`src/rtl/ram8_stack_ctrl.sv`:
```
// ram8_stack_ctrl: LIFO operand stack built on an 8 x 32 single-port RAM.
// Push/pop requests from the expression evaluator become RAM write/read
// transactions. The controller reports occupancy, full/empty status and
// sticky overflow/underflow flags.
//
// Handshake: a request (push or pop) is taken only in a cycle where
// ready=1 at the rising edge. ready is high only while the FSM is idle.
// Requests presented while ready=0 are dropped, not queued. A pop result is
// marked by a one-cycle pop_valid pulse. That pulse coincides with ready=1,
// so the next request can be taken in the same cycle.
module ram8_stack_ctrl #(
  parameter int DATA_WIDTH = 32,
  parameter int ADDR_WIDTH = 3
) (
  input  logic                  clk,
  input  logic                  rst,
  input  logic                  push,
  input  logic                  pop,
  input  logic [DATA_WIDTH-1:0] push_data,
  output logic                  ready,
  output logic [DATA_WIDTH-1:0] pop_data,
  output logic                  pop_valid,
  output logic                  full,
  output logic                  empty,
  output logic [ADDR_WIDTH:0]   count,
  output logic                  overflow,
  output logic                  underflow,
  output logic                  ram_en,
  output logic                  ram_rw,
  output logic [ADDR_WIDTH-1:0] ram_address,
  output logic [DATA_WIDTH-1:0] ram_in,
  input  logic [DATA_WIDTH-1:0] ram_out,
  output logic [1:0]            dbg_state
);

  localparam logic [ADDR_WIDTH:0] DEPTH_V = (ADDR_WIDTH+1)'(2**ADDR_WIDTH);
  localparam logic [ADDR_WIDTH:0] SP_ONE  = (ADDR_WIDTH+1)'(1);
  localparam logic [ADDR_WIDTH:0] SP_ZERO = '0;

  typedef enum logic [1:0] {
    S_IDLE  = 2'd0,
    S_WRITE = 2'd1,
    S_READ  = 2'd2,
    S_RWAIT = 2'd3
  } state_t;

  state_t r_state;
  state_t w_state_nxt;

  // sp is the next free address; it spans 0..DEPTH, so it is one bit wider
  // than the RAM address.
  logic [ADDR_WIDTH:0]   r_sp;
  logic [ADDR_WIDTH:0]   w_sp_nxt;
  logic [ADDR_WIDTH:0]   w_sp_dec;

  logic                  r_ram_en;
  logic                  r_ram_rw;
  logic [ADDR_WIDTH-1:0] r_ram_address;
  logic [DATA_WIDTH-1:0] r_ram_in;
  logic [DATA_WIDTH-1:0] r_pop_data;
  logic                  r_pop_valid;
  logic                  r_overflow;
  logic                  r_underflow;

  logic                  w_ram_en_nxt;
  logic                  w_ram_rw_nxt;
  logic [ADDR_WIDTH-1:0] w_ram_address_nxt;
  logic [DATA_WIDTH-1:0] w_ram_in_nxt;
  logic [DATA_WIDTH-1:0] w_pop_data_nxt;
  logic                  w_pop_valid_nxt;
  logic                  w_overflow_nxt;
  logic                  w_underflow_nxt;

  logic                  w_full;
  logic                  w_empty;

  // Status is derived directly from the stack pointer.
  assign w_full   = (r_sp == DEPTH_V);
  assign w_empty  = (r_sp == SP_ZERO);
  assign w_sp_dec = r_sp - SP_ONE;

  // FSM state register
  always_ff @(posedge clk) begin
    if (rst) begin
      r_state <= S_IDLE;
    end else begin
      r_state <= w_state_nxt;
    end
  end

  // Next-state decode and next values for every registered output
  always_comb begin
    w_state_nxt       = r_state;
    w_sp_nxt          = r_sp;
    w_ram_en_nxt      = 1'b0;
    w_ram_rw_nxt      = r_ram_rw;
    w_ram_address_nxt = r_ram_address;
    w_ram_in_nxt      = r_ram_in;
    w_pop_data_nxt    = r_pop_data;
    w_pop_valid_nxt   = 1'b0;
    w_overflow_nxt    = r_overflow;
    w_underflow_nxt   = r_underflow;

    case (r_state)
      S_IDLE: begin
        // Push wins when both requests arrive together. The pop is dropped
        // silently, and the requester has to issue it again.
        if (push) begin
          if (!w_full) begin
            w_state_nxt       = S_WRITE;
            w_ram_en_nxt      = 1'b1;
            w_ram_rw_nxt      = 1'b1;
            w_ram_address_nxt = r_sp[ADDR_WIDTH-1:0];
            w_ram_in_nxt      = push_data;
          end else begin
            w_overflow_nxt    = 1'b1;
          end
        end else if (pop) begin
          if (!w_empty) begin
            w_state_nxt       = S_READ;
            w_ram_en_nxt      = 1'b1;
            w_ram_rw_nxt      = 1'b0;
            w_ram_address_nxt = w_sp_dec[ADDR_WIDTH-1:0];
          end else begin
            w_underflow_nxt   = 1'b1;
          end
        end
      end
      S_WRITE: begin
        // The RAM commits the write on this edge.
        w_sp_nxt    = r_sp + SP_ONE;
        w_state_nxt = S_IDLE;
      end
      S_READ: begin
        // The RAM samples the read address on this edge. The data is
        // available one cycle later.
        w_state_nxt = S_RWAIT;
      end
      S_RWAIT: begin
        w_pop_data_nxt  = ram_out;
        w_pop_valid_nxt = 1'b1;
        w_sp_nxt        = w_sp_dec;
        w_state_nxt     = S_IDLE;
      end
      default: begin
        w_state_nxt = S_IDLE;
      end
    endcase
  end

  // Registered datapath: stack pointer, RAM drive, pop result and flags
  always_ff @(posedge clk) begin
    if (rst) begin
      r_sp          <= '0;
      r_ram_en      <= 1'b0;
      r_ram_rw      <= 1'b0;
      r_ram_address <= '0;
      r_ram_in      <= '0;
      r_pop_data    <= '0;
      r_pop_valid   <= 1'b0;
      r_overflow    <= 1'b0;
      r_underflow   <= 1'b0;
    end else begin
      r_sp          <= w_sp_nxt;
      r_ram_en      <= w_ram_en_nxt;
      r_ram_rw      <= w_ram_rw_nxt;
      r_ram_address <= w_ram_address_nxt;
      r_ram_in      <= w_ram_in_nxt;
      r_pop_data    <= w_pop_data_nxt;
      r_pop_valid   <= w_pop_valid_nxt;
      r_overflow    <= w_overflow_nxt;
      r_underflow   <= w_underflow_nxt;
    end
  end

  assign ready       = (r_state == S_IDLE);
  assign full        = w_full;
  assign empty       = w_empty;
  assign count       = r_sp;
  assign pop_data    = r_pop_data;
  assign pop_valid   = r_pop_valid;
  assign overflow    = r_overflow;
  assign underflow   = r_underflow;
  assign ram_en      = r_ram_en;
  assign ram_rw      = r_ram_rw;
  assign ram_address = r_ram_address;
  assign ram_in      = r_ram_in;
  assign dbg_state   = r_state;

endmodule

```
`config.mk`:
```
export PLATFORM = sky130hd
export DESIGN_NAME = ram8_stack_ctrl
export DESIGN_NICKNAME = d
export VERILOG_FILES = /design/src/rtl/ram8_stack_ctrl.sv
export SDC_FILE = /design/constraint.sdc
export NUM_CORES = 1
export LEC_CHECK = 0
export ABC_AREA = 1
export CAP_MARGIN = 20
export CELL_PAD_IN_SITES_DETAIL_PLACEMENT = 2
export CELL_PAD_IN_SITES_GLOBAL_PLACEMENT = 2
export CORE_MARGIN = 4
export CORE_UTILIZATION = 21
export DETAILED_ROUTE_END_ITERATION = 10
export PLACE_DENSITY_LB_ADDON = 0.25
export REMOVE_ABC_BUFFERS = 1
export SLEW_MARGIN = 20
export SYNTH_ARGS = -nofsm -noshare
export SYNTH_HDL_FRONTEND = slang
export SYNTH_SLANG_ARGS = --single-unit
```
`constraint.sdc`:
```
create_clock -name clk -period 1.5 [get_ports clk]
set_input_delay 0.45 -clock clk [delete_from_list [all_inputs] [get_ports clk]]
set_output_delay 0.45 -clock clk [all_outputs]
set_load 0.01 [all_outputs]
```
-- Word-level counts from Yosys, hierarchy flattened
Cells that the tools add are included.
- $add $sub $neg: 2
- multipliers: 0
- divide/modulo/power cells: 0
- $lt $le $gt $ge: 0
- equality and inequality tests: 9
- shift operators: 0
- muxes and demuxes: 19
- bitwise operators: 3
- reduce and logical (&&, ||, !) cells: 11
- operators with widths (cell ; count):
    $mux 3 ; 4
    $mux 1 ; 9
    $ne 3x3->1 const B ; 3
    $reduce_and 3->1 ; 3
    $mux 2 ; 4
    $pmux 4 s2 ; 1
    $reduce_and 4->1 ; 2
    $pmux 2 s3 ; 1
    $add 4x1->4 const B ; 1
    $eq 2x2->1 const B ; 2
    $eq 4x4->1 const B ; 1
    $logic_not 4->1 ; 1
    $ne 2x2->1 const B ; 2
    $reduce_bool 2->1 ; 2
    $reduce_or 2->1 ; 2
    $sub 4x1->4 const B ; 1
    $not 1->1 ; 3
    $eq 2x1->1 const B ; 1
    $logic_not 2->1 ; 1
- register bits: 78
- latch bits: 0
- RAM bits: 0
- ROM bits: 0
- input port bits: 68
- output and inout port bits: 81
- logic and storage cells: 54
- memories kept: 0

-- Longest topological paths before layout
Gate-level depths: netlist (run 1).
- depth after elaboration: 5
- mapped depth: 9
- gate-level depth less buffers: 9

-- Least setup slack after synthesis (run 1)
No wires, ideal clock.
- kind: reg-to-output
- from: register r_sp[0] (netlist: count[0])
- to: output empty
- arrival time: 1013 ps
- required time: 1050 ps
- setup slack: 37 ps
- stages on the path, launching flop included: 5
- buffers on the path: 0
- path through: dfxtp_1 > inv_1 > ha_1 > nand2_4 > nor2_1
- longest elaborated chain between the ends: 1
- RTL lines (element ; line ; RTL):
    start, declared ; 52 ; logic [ADDR_WIDTH:0] r_sp;
    start signal, assigned ; 164 ; r_sp <= w_sp_nxt;
    $logic_not 4->1 ; 79 ; assign w_empty = (r_sp == SP_ZERO);
    end, declared ; 24 ; output logic empty,
Every way passes these cells.

-- Final worst setup path (run 1)
- from: register r_sp[1] (netlist: count[1])
- to: output empty
The elaborated chain is that of the path after synthesis.

==> out/results.tsv, run 1 <==
stage	metric	value	unit
run_status	outcome	finished, violations left	
run_status	violations	negative setup slack	
global_routing	grt_max_degree	41	
setup_path	required	1050	ps
clocking	cts.sinks	78	
clocking	root_buffer	clkbuf_16	
hold_path	hp-class	register to register	
route	postRouteAntennaNets	0	
timing	skew	5.97	ps
yosys	synth_top_area_share	50.9	%
power_and_ir_drop	max-vdd-ir-drop	0.000531	V
placement	portBuffers	148	
setup_path	arrival	1170	ps
timing	rsz0062_at_grt	true	
power_and_ir_drop	power.density	1120	mW/mm^2
setup_path	critPathCaptureType	output port	
route	routed_wl	12900	um
yosys	synth_area_leaders	dfxtp_1 (51%), nor2_1 (9.8%), nand3_1 (6.2%), o21ai_0 (6.2%), a21oi_1 (5.1%)	
clocking	clk_path_buf_depth	2	
die	io_pins	149	
global_routing	grt_pass1_wl	18400	um
route	vias	3329	
timing	period_minus_slack	1620	ps
global_routing	grt_overflow	0	
yosys	ys_warn_count	0	
global_routing	antenna_found_initial	0	
yosys	ys_ff_latch	78	
placement	hpwl	8540	um
final_layout	area_growth	79.4	%
route	first_iter_violations	128	
final_layout	stdcell_area	0.00551	sq mm
route	drt-wirelength-per-cell	17.4	um
route	via_per_inst	4.48	
clocking	insertion_delay	340	ps
setup_path	cp_max_fo	3	
yosys	synth_edf_count	0	
yosys	avgSynthCellArea	8.06	sq um
clocking	cts_made_buffers	9	
route	drc	0	
yosys	synthCells	381	
placement	dp_cells	712	
power_and_ir_drop	total_power	0.00619	W
die	die_area	0.0166	sq mm
final_layout	nets	628	
clocking	htreeDepth	3	
timing	fin_crit_sh	108	%
die	rows	43	
placement	placed_area	0.00489	sq mm
timing	drv_slew	0	
timing	setup_slack	-122	ps
yosys	synth.distinct_cells	23	
yosys	ys_seq_area_share	50.9	%
setup_path	worstSetupPathType	register to output port	
placement	gp_congestion	0.708	
route	drt_pre_antenna_iters	4	
yosys	yosys-top-cells-count	nor2_1 (80), dfxtp_1 (78), nand2_1 (40)	
die	core_area	0.0141	sq mm
clocking	cts_tree	built	
die	fp.dieW	129	um
timing	fmax	0.616	GHz
yosys	yosysMostFrequentCell	nor2_1	
yosys	yosys.area.top_type	dfxtp_1	
run	maxCapViolCount	0	
yosys	ys.flop_type	dfxtp_1	
yosys	synthesis.area	0.00307	sq mm
power_and_ir_drop	p_leak	2.44	nW
final_layout	antennaDiodeCount	0	
yosys	async_reset_ff_share	0	%
clocking	hold_buffers	0	
timing	slew_headroom	83.4	%
timing	setup_violations	35	
setup_path	start_kind	register	
die	start_util	21.8	%
final_layout	drive_gt1_share	24.2	%
global_routing	grt_pass1_vias	3562	
timing	tightest_slew	249	ps
die	die_y	129	um
timing	hold_violations	0	
clocking	clk_pin_slew_worst_paths	60	ps
final_layout	stdcell_count	743	
global_routing	track_usage	14.1	%
==> state kept, by name, indices dropped and copies added (netlist names), 2 cells and up <==
register and flops:
pop_data 32, ram_in 32, count 4, ram_address 3, dbg_state 2
==> worst max-delay path: stages, from the launching register on <==
cell     delay, ps
dfxtp_2        320
inv_2           70
ha_4           170
nand2_8         70
nor2_4         100
buf_6          110
==> report_power, final <==
part | internal [W] | switching (W) | total (W)
Clock | 0.00150 | 0.000859 | 0.00236
Sequential | 0.00223 | 0.0000946 | 0.00233
Combinational | 0.000729 | 0.000781 | 0.00151
==> cells in the final DEF, fill, tap and decap left out, drive strengths merged <==
master	count
nand2	56
or2	1
xnor2	1
bufinv	2
inv	17
nor2	82
clkdlybuf4s50	65
o21ai	38
dlygate4sd2	69
clkbuf	14
clkdlybuf4s15	5
a21oi	41
nand3	38
dfxtp	78
nand4	5
buf	46
clkinv	3
ha	2
==> cells by family (layout without fill, tap and decap cells) <==
kind of cell,Yosys count,count (layout),synth area share (%)
simple gates,179,182,26.8
xor+xnor,1,1,0.285
compound gates,79,79,14.1
buf+inv,42,221,7.13
flops,78,78,50.9
fa+ha+maj,2,2,0.815
==> routing by layer <==
layer  up-vias  GRT usage, %  share of wire (%)
met5         -             0                  0
met4         0          4.82                1.3
met2       122          22.6                 48
li1       1606             -                  -
met1      1589          16.5                 40
met3        12          6.60                9.9
==> through the flow <==
stage | utilization, % | TNS [ps] | setup slack (ps) | hold WS, ps
2_1_floorplan | - | -1090 | -244 | 468
3_3_place_gp | 34.7 | -12480 | -327 | 440
3_5_place_dp | 34.7 | -14420 | -408 | 449
6_report | 39.1 | -2050 | -122 | 449
4_1_cts | 36.5 | -304 | -152 | 456
5_1_grt | 39.1 | -4930 | -187 | 483
==> path summary, 6_finish.rpt <==
kind	start	end	slack, ps	cells after the start
max	count[1]	empty	-120	5
min	underflow	underflow	450	2
min reg2reg	underflow	underflow	450	2
max reg2reg	count[1]	ram_in[5]	-90	11
==> layout make-up <==
cell class / count / area [sq um]
sequential: 78 / 1570
timing repair buffer: 187 / 1810
inverter: 18 / 82.6
tap: 180 / 225
multi-input combinational: 264 / 1500
fill: 1590 / 8590
clock inverter: 4 / 70.1
clock buffer: 12 / 246
==> timing repair <==
| action | CTS | global route |
|---|---|---|
| gates resized for setup | 123 | 51 |
| pin swaps | 1 | 8 |
| endpoints found under the setup margin | 116 | 37 |
| buffers inserted | 0 | 9 |
| gates cloned | 0 | 6 |
Note: power is estimated with default switching activity, not from simulation.
==> run 2, diff against run 1 <==
--- a/constraint.sdc
+++ b/constraint.sdc
@@ -3,2 +3,2 @@
 set_output_delay 0.45 -clock clk [all_outputs]
-set_load 0.01 [all_outputs]
+set_load 0.02 [all_outputs]
==> out/results.tsv, run 2 (synthesized netlist as in run 1, its figures left out) <==
stage	metric	value	unit
final_layout	nets	628	
route	routed_wl	13000	um
timing	fin_crit_sh	112	%
placement	gp_congestion	0.713	
placement	post-place-ws	-429	ps
setup_path	cp_max_fo	3	
route	drt-wirelength-per-cell	17.5	um
placement	hpwl	8570	um
die	io_pins	149	
run_status	violations	negative setup slack	
setup_path	critPathCaptureType	output port	
global_routing	grt_pass1_vias	3573	
timing	slew_headroom	81.9	%
power_and_ir_drop	sw_frac_of_total	31.3	%
final_layout	antennaDiodeCount	0	
die	die_area	0.0166	sq mm
timing	holdWs	453	ps
placement	dp_cells	713	
final_layout	stdcell_count	743	
clocking	root_buffer	clkbuf_16	
global_routing	grt_max_degree	41	
timing	setup_slack	-175	ps
power_and_ir_drop	power_frac_clock	34.3	%
clocking	insertion_delay	340	ps
power_and_ir_drop	p_leak	2.21	nW
die	core_area	0.0141	sq mm
die	fp.dieW	129	um
clocking	cts.sinks	78	
hold_path	whs_path_depth	2	
die	die_y	129	um
route	drc	0	
power_and_ir_drop	pwr-share-comb	26.9	%
power_and_ir_drop	p_int	0.00412	W
run	maxCapViolCount	0	
final_layout	drive_gt1_share	23.6	%
timing	period_minus_slack	1670	ps
route	drt_pre_antenna_iters	4	
setup_path	r2r_cells	9	
route	via_per_inst	4.50	
timing	fmax	0.597	GHz
global_routing	grt_overflow	0	
final_layout	most-common-layout-cells	nor2_1 (79), dfxtp_1 (74), clkdlybuf4s50_1 (65), nand2_1 (40), o21ai_0 (38)	
timing	hold_violations	0	
route	vias	3342	
final_layout	area_growth	72.6	%
setup_path	arrival	1220	ps
final_layout	layout_commonest_cell	nor2_1	
clocking	clk_pin_slew_worst_paths	70	ps
power_and_ir_drop	max-vdd-ir-drop	0.000465	V
clocking	cts_tree	built	
final_layout	fillers	1603	
timing	drv_slew	0	
global_routing	antenna_found_initial	0	
clocking	htreeDepth	3	
power_and_ir_drop	p_sw	0.00188	W
hold_path	hp-class	register to register	
timing	rsz0062_at_grt	true	
power_and_ir_drop	power.density	1130	mW/mm^2
die	rows	43	
setup_path	worstSetupPathType	register to output port	
clocking	clk_path_buf_depth	2	
route	postRouteAntennaNets	0	
route	first_iter_violations	118	
timing	skew	6.47	ps
clocking	cts_made_buffers	9	
final_layout	final_util	37.6	%
timing	tns	-341	ps
setup_path	start_kind	register	
global_routing	grt_pass1_wl	18500	um
power_and_ir_drop	power_frac_seq	38.7	%
run_status	outcome	finished, violations left	
die	start_util	21.8	%
timing	tightest_slew	273	ps
global_routing	track_usage	14.2	%
setup_path	required	1050	ps
timing	setup_violations	2	
placement	portBuffers	148	
-- run 2: cell count changes in the layout (fill, tap and decap cells not counted), sizes merged, moves of 2 or more --
cell	previous run	this run
clkinvlp	0	3
clkbuf	14	31
dlygate4sd2	69	19
clkdlybuf4s15	5	36
bufinv	2	0
buf	46	44
-- run 2: critical path, stage by stage (launching register included) --
cell and delay [ps]:
dfxtp_2 320, inv_2 80, ha_4 160, nand2_4 80
nor2_4 110, buf_6 120
-- run 2: final timing paths --
path,to,slack (ps),from
worst max register to register,ram_in[10],40,count[0]
worst min-delay path,overflow,450,overflow
worst max-delay path,empty,-170,count[1]
worst min register to register,overflow,450,overflow
-- run 2: timing repair --
action,CTS,global route
setup endpoints to repair,113,89
buffers inserted,2,4
endpoints found under the hold margin,0,0
cloned,0,8
gates resized for setup,144,64
pin swaps,2,3
hold buffers,0,0
-- run 2: through the flow --
| stage | area [sq um] | total power, W |
|---|---|---|
| 2_1_floorplan | 2930 | 0.00305 |
| 3_3_place_gp | 4900 | 0.00387 |
| 3_5_place_dp | 4900 | 0.00393 |
| 4_1_cts | 5130 | 0.00597 |
| 5_1_grt | 5300 | 0.00634 |
| 6_report | 5300 | 0.00599 |
-- run 2: cell type report --
cell class                      instances  area, sq um  share of cell area, %
Inverter                               18         82.6                   1.56
Clock buffer                           10          239                   4.51
Timing Repair inverter                  1         8.76                  0.165
Tap cell                              180          225                   4.25
Clock inverter                          6         37.5                  0.708
Multi-Input combinational cell        264         1370                   25.8
Timing Repair Buffer                  186         1770                   33.5
Sequential cell                        78         1570                   29.6
-- run 2: power by group through the flow --
stage / clock network (W) / registers (W) / logic [W]
after floorplan: 0 / 0.00255 / 0.000494
after global placement: 0 / 0.00235 / 0.00152
after detailed placement: 0 / 0.00236 / 0.00156
after CTS: 0.00214 / 0.00232 / 0.00151
after global routing: 0.00225 / 0.00234 / 0.00175
final: 0.00206 / 0.00232 / 0.00161
-- run 2: layer usage --
layer,global-route usage [%],share of wire (%)
met1,16.3,41
met2,23.6,48
met3,6.14,9.3
met4,4.82,1.6
met5,0,0
